[config.mk]
export PLATFORM = sky130hd
export DESIGN_NAME = alarm_bank
export DESIGN_NICKNAME = d
export VERILOG_FILES = /design/src/rtl/alarm_bank.sv
export SDC_FILE = /design/constraint.sdc
export NUM_CORES = 1
export LEC_CHECK = 0
export BUFFER_PORTS_ARGS = -buffer_cell sky130_fd_sc_hd__buf_4
export CORE_MARGIN = 5
export CORE_UTILIZATION = 50
export CTS_CLUSTER_SIZE = 14
export DETAILED_ROUTE_END_ITERATION = 8
export HOLD_SLACK_MARGIN = 0.08
export MAX_ROUTING_LAYER = met4
export PLACE_DENSITY = 0.67
export SETUP_SLACK_MARGIN = 0.1
export SYNTH_ARGS = -nofsm -noshare
export SYNTH_HDL_FRONTEND = slang
export SYNTH_SLANG_ARGS = --single-unit
[constraint.sdc]
create_clock -name clk -period 4.6 [get_ports clk]
set_clock_uncertainty 0.15 [all_clocks]
set_input_delay 0.23 -clock clk [delete_from_list [all_inputs] [get_ports clk]]
set_output_delay 0.23 -clock clk [all_outputs]
set_load 0.03 [all_outputs]
[src/rtl/alarm_bank.sv]
// Multi-channel HH:MM BCD alarm bank with snooze, ring timeout and buzzer.
// Define ALARM_SNOOZE_LIMIT_EN to cap snoozes per ring event at SNOOZE_MAX.
module alarm_bank #(
    parameter int N_ALARM    = 4,
    parameter int SEL_W      = 2,
    parameter int SNOOZE_MIN = 5,
    parameter int RING_TICKS = 6000,
    parameter int BEEP_DIV   = 50,
    parameter int SNOOZE_MAX = 3
) (
    input  logic               clk,
    input  logic               reset_,
    input  logic               ld,
    input  logic [SEL_W-1:0]   ld_sel,
    input  logic [15:0]        ld_time,
    input  logic [N_ALARM-1:0] en_mask,
    input  logic [15:0]        time_in,
    input  logic               stop,
    input  logic               snooze,
    output logic               buzz,
    output logic [N_ALARM-1:0] ringing,
    output logic               snoozing,
    output logic               ld_err
);
    localparam int RC_W = (RING_TICKS > 1) ? $clog2(RING_TICKS) : 1;
    localparam int BD_W = (BEEP_DIV > 1) ? $clog2(BEEP_DIV) : 1;

    typedef enum logic [1:0] {IDLE, RING, SNOOZE} state_t;

    state_t             state_q, state_d;
    logic [SEL_W-1:0]   cur_q, cur_d;
    logic [N_ALARM-1:0] pend_q, pend_d;
    logic [N_ALARM-1:0] match_q, match_d, mprev_q;
    logic [RC_W-1:0]    ring_cnt_q, ring_cnt_d;
    logic [BD_W-1:0]    beep_q, beep_d;
    logic               buzz_q, buzz_d;
    logic [15:0]        snz_q, snz_d;
    logic               ld_err_q;
    logic [15:0]        alarm_q [N_ALARM];
    logic               ld_ok, stop_eff, snz_lim;
    logic [N_ALARM-1:0] trig, cur_oh, new_trig;

`ifdef ALARM_SNOOZE_LIMIT_EN
    localparam int SC_W = $clog2(SNOOZE_MAX + 1);
    logic [SC_W-1:0] snzc_q, snzc_d;
    assign snz_lim = (snzc_q == SC_W'(SNOOZE_MAX));
`else
    assign snz_lim = 1'b0;
`endif

    function automatic logic [15:0] add_snooze(input logic [15:0] t);
        int m, h;
        m = int'(t[7:4]) * 10 + int'(t[3:0]) + SNOOZE_MIN;
        h = int'(t[15:12]) * 10 + int'(t[11:8]);
        if (m >= 60) begin
            m = m - 60;
            h = h + 1;
        end
        if (h >= 24) h = h - 24;
        return {4'(h / 10), 4'(h % 10), 4'(m / 10), 4'(m % 10)};
    endfunction

    function automatic logic [SEL_W-1:0] lowest(input logic [N_ALARM-1:0] v);
        logic [SEL_W-1:0] r;
        r = '0;
        for (int i = N_ALARM - 1; i >= 0; i--)
            if (v[i]) r = SEL_W'(i);
        return r;
    endfunction

    assign ld_ok = ld && (32'(ld_sel) < N_ALARM)
                && (ld_time[15:12] <= 4'd2) && (ld_time[11:8] <= 4'd9)
                && !((ld_time[15:12] == 4'd2) && (ld_time[11:8] > 4'd3))
                && (ld_time[7:4] <= 4'd5) && (ld_time[3:0] <= 4'd9);

    always_comb begin
        match_d = '0;
        for (int i = 0; i < N_ALARM; i++)
            match_d[i] = en_mask[i] && (alarm_q[i] == time_in);
    end

    assign trig     = match_q & ~mprev_q;
    assign new_trig = trig & en_mask;
    assign cur_oh   = N_ALARM'(1) << cur_q;
    // Reloading or disabling the active channel ends its event like stop.
    assign stop_eff = stop || (ld_ok && (ld_sel == cur_q))
                   || ((en_mask & cur_oh) == '0);

    always_comb begin
        state_d    = state_q;
        cur_d      = cur_q;
        pend_d     = (pend_q | trig) & en_mask;
        ring_cnt_d = ring_cnt_q;
        beep_d     = beep_q;
        buzz_d     = buzz_q;
        snz_d      = snz_q;
`ifdef ALARM_SNOOZE_LIMIT_EN
        snzc_d     = snzc_q;
`endif
        unique case (state_q)
            IDLE: begin
                buzz_d = 1'b0;
                if (pend_d != '0) begin
                    state_d    = RING;
                    cur_d      = lowest(pend_d);
                    ring_cnt_d = '0;
                    beep_d     = '0;
                    buzz_d     = 1'b1;
`ifdef ALARM_SNOOZE_LIMIT_EN
                    snzc_d     = '0;
`endif
                end
            end
            RING: begin
                ring_cnt_d = ring_cnt_q + 1'b1;
                if (beep_q == BD_W'(BEEP_DIV - 1)) begin
                    beep_d = '0;
                    buzz_d = ~buzz_q;
                end else begin
                    beep_d = beep_q + 1'b1;
                end
                if (stop_eff || (ring_cnt_q == RC_W'(RING_TICKS - 1))
                    || (snooze && snz_lim)) begin
                    pend_d = pend_d & ~cur_oh;
                    buzz_d = 1'b0;
                    if (pend_d != '0) begin
                        // Silent cycle first, then the next channel starts high.
                        cur_d      = lowest(pend_d);
                        ring_cnt_d = '0;
                        beep_d     = BD_W'(BEEP_DIV - 1);
`ifdef ALARM_SNOOZE_LIMIT_EN
                        snzc_d     = '0;
`endif
                    end else begin
                        state_d = IDLE;
                    end
                end else if (snooze) begin
                    pend_d  = pend_d & ~cur_oh;
                    snz_d   = add_snooze(time_in);
                    buzz_d  = 1'b0;
                    state_d = SNOOZE;
`ifdef ALARM_SNOOZE_LIMIT_EN
                    snzc_d  = snzc_q + 1'b1;
`endif
                end
            end
            SNOOZE: begin
                buzz_d = 1'b0;
                if (stop_eff) begin
                    state_d = IDLE;
                end else if (new_trig != '0) begin
                    state_d    = RING;
                    cur_d      = lowest(new_trig);
                    ring_cnt_d = '0;
                    beep_d     = '0;
                    buzz_d     = 1'b1;
`ifdef ALARM_SNOOZE_LIMIT_EN
                    snzc_d     = '0;
`endif
                end else if (time_in == snz_q) begin
                    state_d    = RING;
                    ring_cnt_d = '0;
                    beep_d     = '0;
                    buzz_d     = 1'b1;
                end
            end
            default: state_d = IDLE;
        endcase
    end

    always_ff @(posedge clk or negedge reset_) begin
        if (!reset_) begin
            state_q    <= IDLE;
            cur_q      <= '0;
            pend_q     <= '0;
            match_q    <= '0;
            mprev_q    <= '0;
            ring_cnt_q <= '0;
            beep_q     <= '0;
            buzz_q     <= 1'b0;
            snz_q      <= '0;
            ld_err_q   <= 1'b0;
            for (int i = 0; i < N_ALARM; i++) alarm_q[i] <= '0;
`ifdef ALARM_SNOOZE_LIMIT_EN
            snzc_q     <= '0;
`endif
        end else begin
            state_q    <= state_d;
            cur_q      <= cur_d;
            pend_q     <= pend_d;
            match_q    <= match_d;
            mprev_q    <= match_q;
            ring_cnt_q <= ring_cnt_d;
            beep_q     <= beep_d;
            buzz_q     <= buzz_d;
            snz_q      <= snz_d;
            ld_err_q   <= ld && !ld_ok;
            for (int i = 0; i < N_ALARM; i++)
                if (ld_ok && (ld_sel == SEL_W'(i))) alarm_q[i] <= ld_time;
`ifdef ALARM_SNOOZE_LIMIT_EN
            snzc_q     <= snzc_d;
`endif
        end
    end

    assign buzz     = buzz_q;
    assign ringing  = (state_q == RING) ? cur_oh : '0;
    assign snoozing = (state_q == SNOOZE);
    assign ld_err   = ld_err_q;
endmodule

==> impl_metrics.py <==
metrics = {
    "outcome": {
        "outcome": "finished, violations left",
        "failing_checks": "negative setup slack",
    },
    "detailed_routing": {
        "num_vias": 9560,
        "routed_via_density": 5.67,
        "wl_met1_um": 12500,
        "antenna_violating_nets_post_route": 0,
        "wl_met2_um": 14100,
        "detail_route.wl_per_cell_um": 16.9,
        "wl_met3_um": 1400,
        "top_layer": "met4",
        "drt_iter0_drc": 572,
        "drt_pass1_iterations": 6,
        "drc": 0,
        "detail_route.wirelength_um": 28500,
    },
    "worst_hold_path": {
        "worst_hold_startpoint": "snooze",
        "hold_class": "in -> reg",
        "timing.hold.worst_endpoint": "buzz",
        "hold_path_depth": 4,
    },
    "global_route": {
        "total_routing_usage_gr_pct": 26.1,
        "wire_length_of_the_first_global_routing_pass_um": 46600,
        "vias_in_the_first_global_route": 9454,
        "antenna_found_initial": 0,
        "maximum_number_of_pins_on_one_net_before_global_route_repair": 45,
        "global_route.overflow_total": 0,
    },
    "yosys": {
        "ys.flop_type": "dfrtp_1",
        "synth_top_cell_area_share_pct": 30.0,
        "edff_count_synth": 0,
        "commonest_cells_post_synth": "117 x dfrtp_1, 111 x nand2_1, 92 x xnor2_1",
        "synth_xor_xnor_area_share_pct": 11.4,
        "netlist_area_um2": 9750,
        "post-synth-top-area-cell": "dfrtp_1",
        "yosysSeqAreaShare_pct": 30.0,
        "synth_top_family_by_area": "compound AO/OA/AOI/OAI gates",
        "postSynthCellCount": 1108,
        "post_synth_fa_ha_maj_area_fraction_pct": 6.78,
        "ys_ff_latch": 117,
        "ys.warnings.count": 0,
        "yosys.area_share.simple_pct": 18.4,
        "post_synth.cell_area_avg_um2": 8.80,
        "most_frequent_cell_after_synthesis": "dfrtp_1",
        "synth-async-reset-ratio_pct": 100,
        "synthMuxAreaShare_pct": 9.16,
        "synth_area_in_compound_gates_pct": 20.7,
        "synth_area_leaders": "dfrtp_1 30%, xnor2_1 8.3%, mux2_2 6.9%, ha_1 5.6%, nand2_1 4.3%",
        "ys_types": 96,
    },
    "pwr": {
        "seq_power_share_pct": 12.3,
        "net-switching-power_mw": 4.38,
        "switching_share_pct": 41.5,
        "share_comb_of_total_power_pct": 75.5,
        "cell_internal_pwr_mw": 6.17,
        "power.ir.vdd_worst_v": 0.000708,
        "static-leakage-power_nw": 6.17,
        "fin_total_pwr_mw": 10.5,
        "powerDensity_nw_per_um2": 769,
        "pwr-share-clk_pct": 12.2,
    },
    "cells_and_area": {
        "layout_cell_share_with_drive_strength_beyond_1_pct": 36.8,
        "antenna-diode-count": 0,
        "finish.net_count": 1498,
        "fill_cells": 1442,
        "area_growth_syn_to_layout_pct": 40.6,
    },
    "sta": {
        "post-route-period-util_pct": 169,
        "achievable-frequency_mhz": 128,
        "tightest_slew_ps": 836,
        "finalHoldWorstSlack_ps": 117,
        "finalCriticalPeriod_ps": 7800,
        "setup-violations-final": 13,
        "final_max_slew_viol_count": 0,
        "fin_tns_setup_ps": -27340,
        "grt_setup_unrepaired": "true",
        "worst_slack_ps": -3200,
        "hold_violations": 0,
        "max_slew_margin_pct": 44.1,
    },
    "floorplanning": {
        "initial_utilization_pct": 50.4,
        "floorplan.core_area_um2": 19300,
        "chipHeight_um": 150,
        "die_x_um": 150,
        "std_cell_rows": 51,
        "die-area_um2": 22400,
        "io_pins": 50,
    },
    "critical_path": {
        "critical_path_class": "in -> reg",
        "crit_path_end_kind": "register",
        "reg2reg_to": "ring_cnt_q[9]",
        "timing.critical_path.mode_cell": "ha_4",
        "critPathMaxStageDelay_ps": 620,
        "worstSetupStartpointType": "primary input",
        "r2r_start": "snz_q[1]",
        "critPathArrivalTime_ps": 7960,
        "reg2reg_slack_ps": 1400,
        "reg2regPathDepth": 11,
        "worst-endpoint-required_ps": 4760,
        "critical_path.max_fanout": 7,
        "crit_path_top_delay_cell": "fa_2",
    },
    "flow_run": {
        "drv.max_cap_violation_count": 0,
    },
    "placement": {
        "dp_hpwl_um": 19800,
        "place_congestion": 0.937,
        "placement.io_buffers": 49,
    },
    "clock_network": {
        "tritoncts_clock_tree": "done",
        "clk_path_buf_depth": 2,
        "ctsRootBufferMaster": "clkbuf_16",
        "cts.reportedPaths.clkPinSlew_ps": 50,
        "cts_buffers": 17,
        "clkLatencyLatePin_ps": 410,
        "cts_max_level": 4,
        "cts_num_sinks": 117,
    },
}
## how the worst max path moves through the flow
| stage | start | endpoint | slack [ps] | cells past startpoint |
|---|---|---|---|---|
| global placement | time_in[4] | snz_q[9] | -3550 | 38 |
| floorplan | time_in[5] | snz_q[9] | -3240 | 34 |
| CTS | time_in[1] | snz_q[9] | -3080 | 36 |
| finish | time_in[5] | snz_q[11] | -3200 | 35 |
| detailed placement | time_in[4] | snz_q[9] | -3710 | 38 |
| global route | time_in[5] | snz_q[11] | -3480 | 39 |
## cell type report
class | instances | area (um^2) | area share [%]
Multi-Input combinational cell | 905 | 7120 | 51.9
Sequential cell | 117 | 2930 | 21.4
Timing Repair Buffer | 335 | 2640 | 19.2
Clock buffer | 20 | 447 | 3.26
Tap cell | 265 | 332 | 2.42
Clock inverter | 12 | 129 | 0.940
Inverter | 31 | 119 | 0.867
## logic make-up (layout without fill, tap and decap cells)
family                     Yosys count  in the layout
and+or+nand+nor                    366            366
muxes                               80             80
adders and majority gates           51             51
DFF                                117            117
xor gates and xnor gates           125            125
other                                1              2
buffers and inverters               87            398
AOI/OAI and AO/OA                  281            281
## cells in the final DEF, fill, tap and decap left out, types with 7 or more instances in the layout
cell type / n
inv_1: 27
o21ai_0: 61
ha_1: 27
mux2_2: 56
a21oi_1: 42
a31oi_1: 11
xor2_1: 30
dfrtp_1: 117
nor2_1: 75
mux2i_1: 12
nand2_1: 109
a211oi_1: 12
xnor2_1: 86
nand4_1: 22
nand2b_1: 7
buf_4: 299
nor4_1: 12
o21ai_1: 18
nor2b_1: 19
o21a_1: 14
and3_1: 12
clkbuf_16: 17
ha_4: 16
nor3_1: 23
dlygate4sd3_1: 19
and2_1: 10
nand3_1: 32
buf_6: 15
## critical path, delay by kind of cell
| family | cells | cell delay [ps] |
|---|---|---|
| and+or+nand+nor | 8 | 1820 |
| muxes | 2 | 500 |
| adders and majority gates | 6 | 1830 |
| buffers and inverters | 6 | 770 |
| AOI/OAI and AO/OA | 12 | 2670 |
| xor gates and xnor gates | 1 | 110 |
## layer usage
layer / vias to the layer above / track usage (%)
met5: - / -
met4: 0 / 6.22
met3: 47 / 3.91
met2: 266 / 43.8
met1: 4624 / 33.4
li1: 4623 / -
## metrics by stage
step	utilization (%)	setup slack (ps)	cells	area, um^2
after floorplan	-	-3240	1109	9970
after global placement	62.7	-3550	1593	12100
after detailed placement	62.7	-3710	1593	12100
after CTS	69.4	-3080	1669	13400
after global routing	70.9	-3480	1685	13700
final	70.9	-3200	1685	13700
## power groups by stage
stage / Combinational [mW] / Clock (mW) / Sequential, mW
final: 7.96 / 1.29 / 1.29
after floorplan: 3.99 / 0 / 1.27
after global routing: 8.61 / 1.35 / 1.31
after global placement: 6.17 / 0 / 1.30
after detailed placement: 6.27 / 0 / 1.31
after CTS: 7.14 / 1.30 / 1.29
## sequential cells by signal, summed over array words and instances (netlist names)
| register | count |
|---|---|
| mprev_q | 4 |
| pend_q | 4 |
| snz_q | 16 |
| ring_cnt_q | 13 |
| match_q | 4 |
| beep_q | 6 |
| state_q | 2 |
| buzz | 1 |
| cur_q | 2 |
| ld_err | 1 |
| alarm_q | 64 |
## what timing repair did
item                                    in CTS  in global routing
endpoints found under the setup margin      13                 13
setup buffers                               26                 17
endpoints found under the hold margin       95                  0
hold buffers                                19                  0
pin swaps                                   51                 36
gates resized for setup                     73                 31
(Power assumes the default switching activity.)
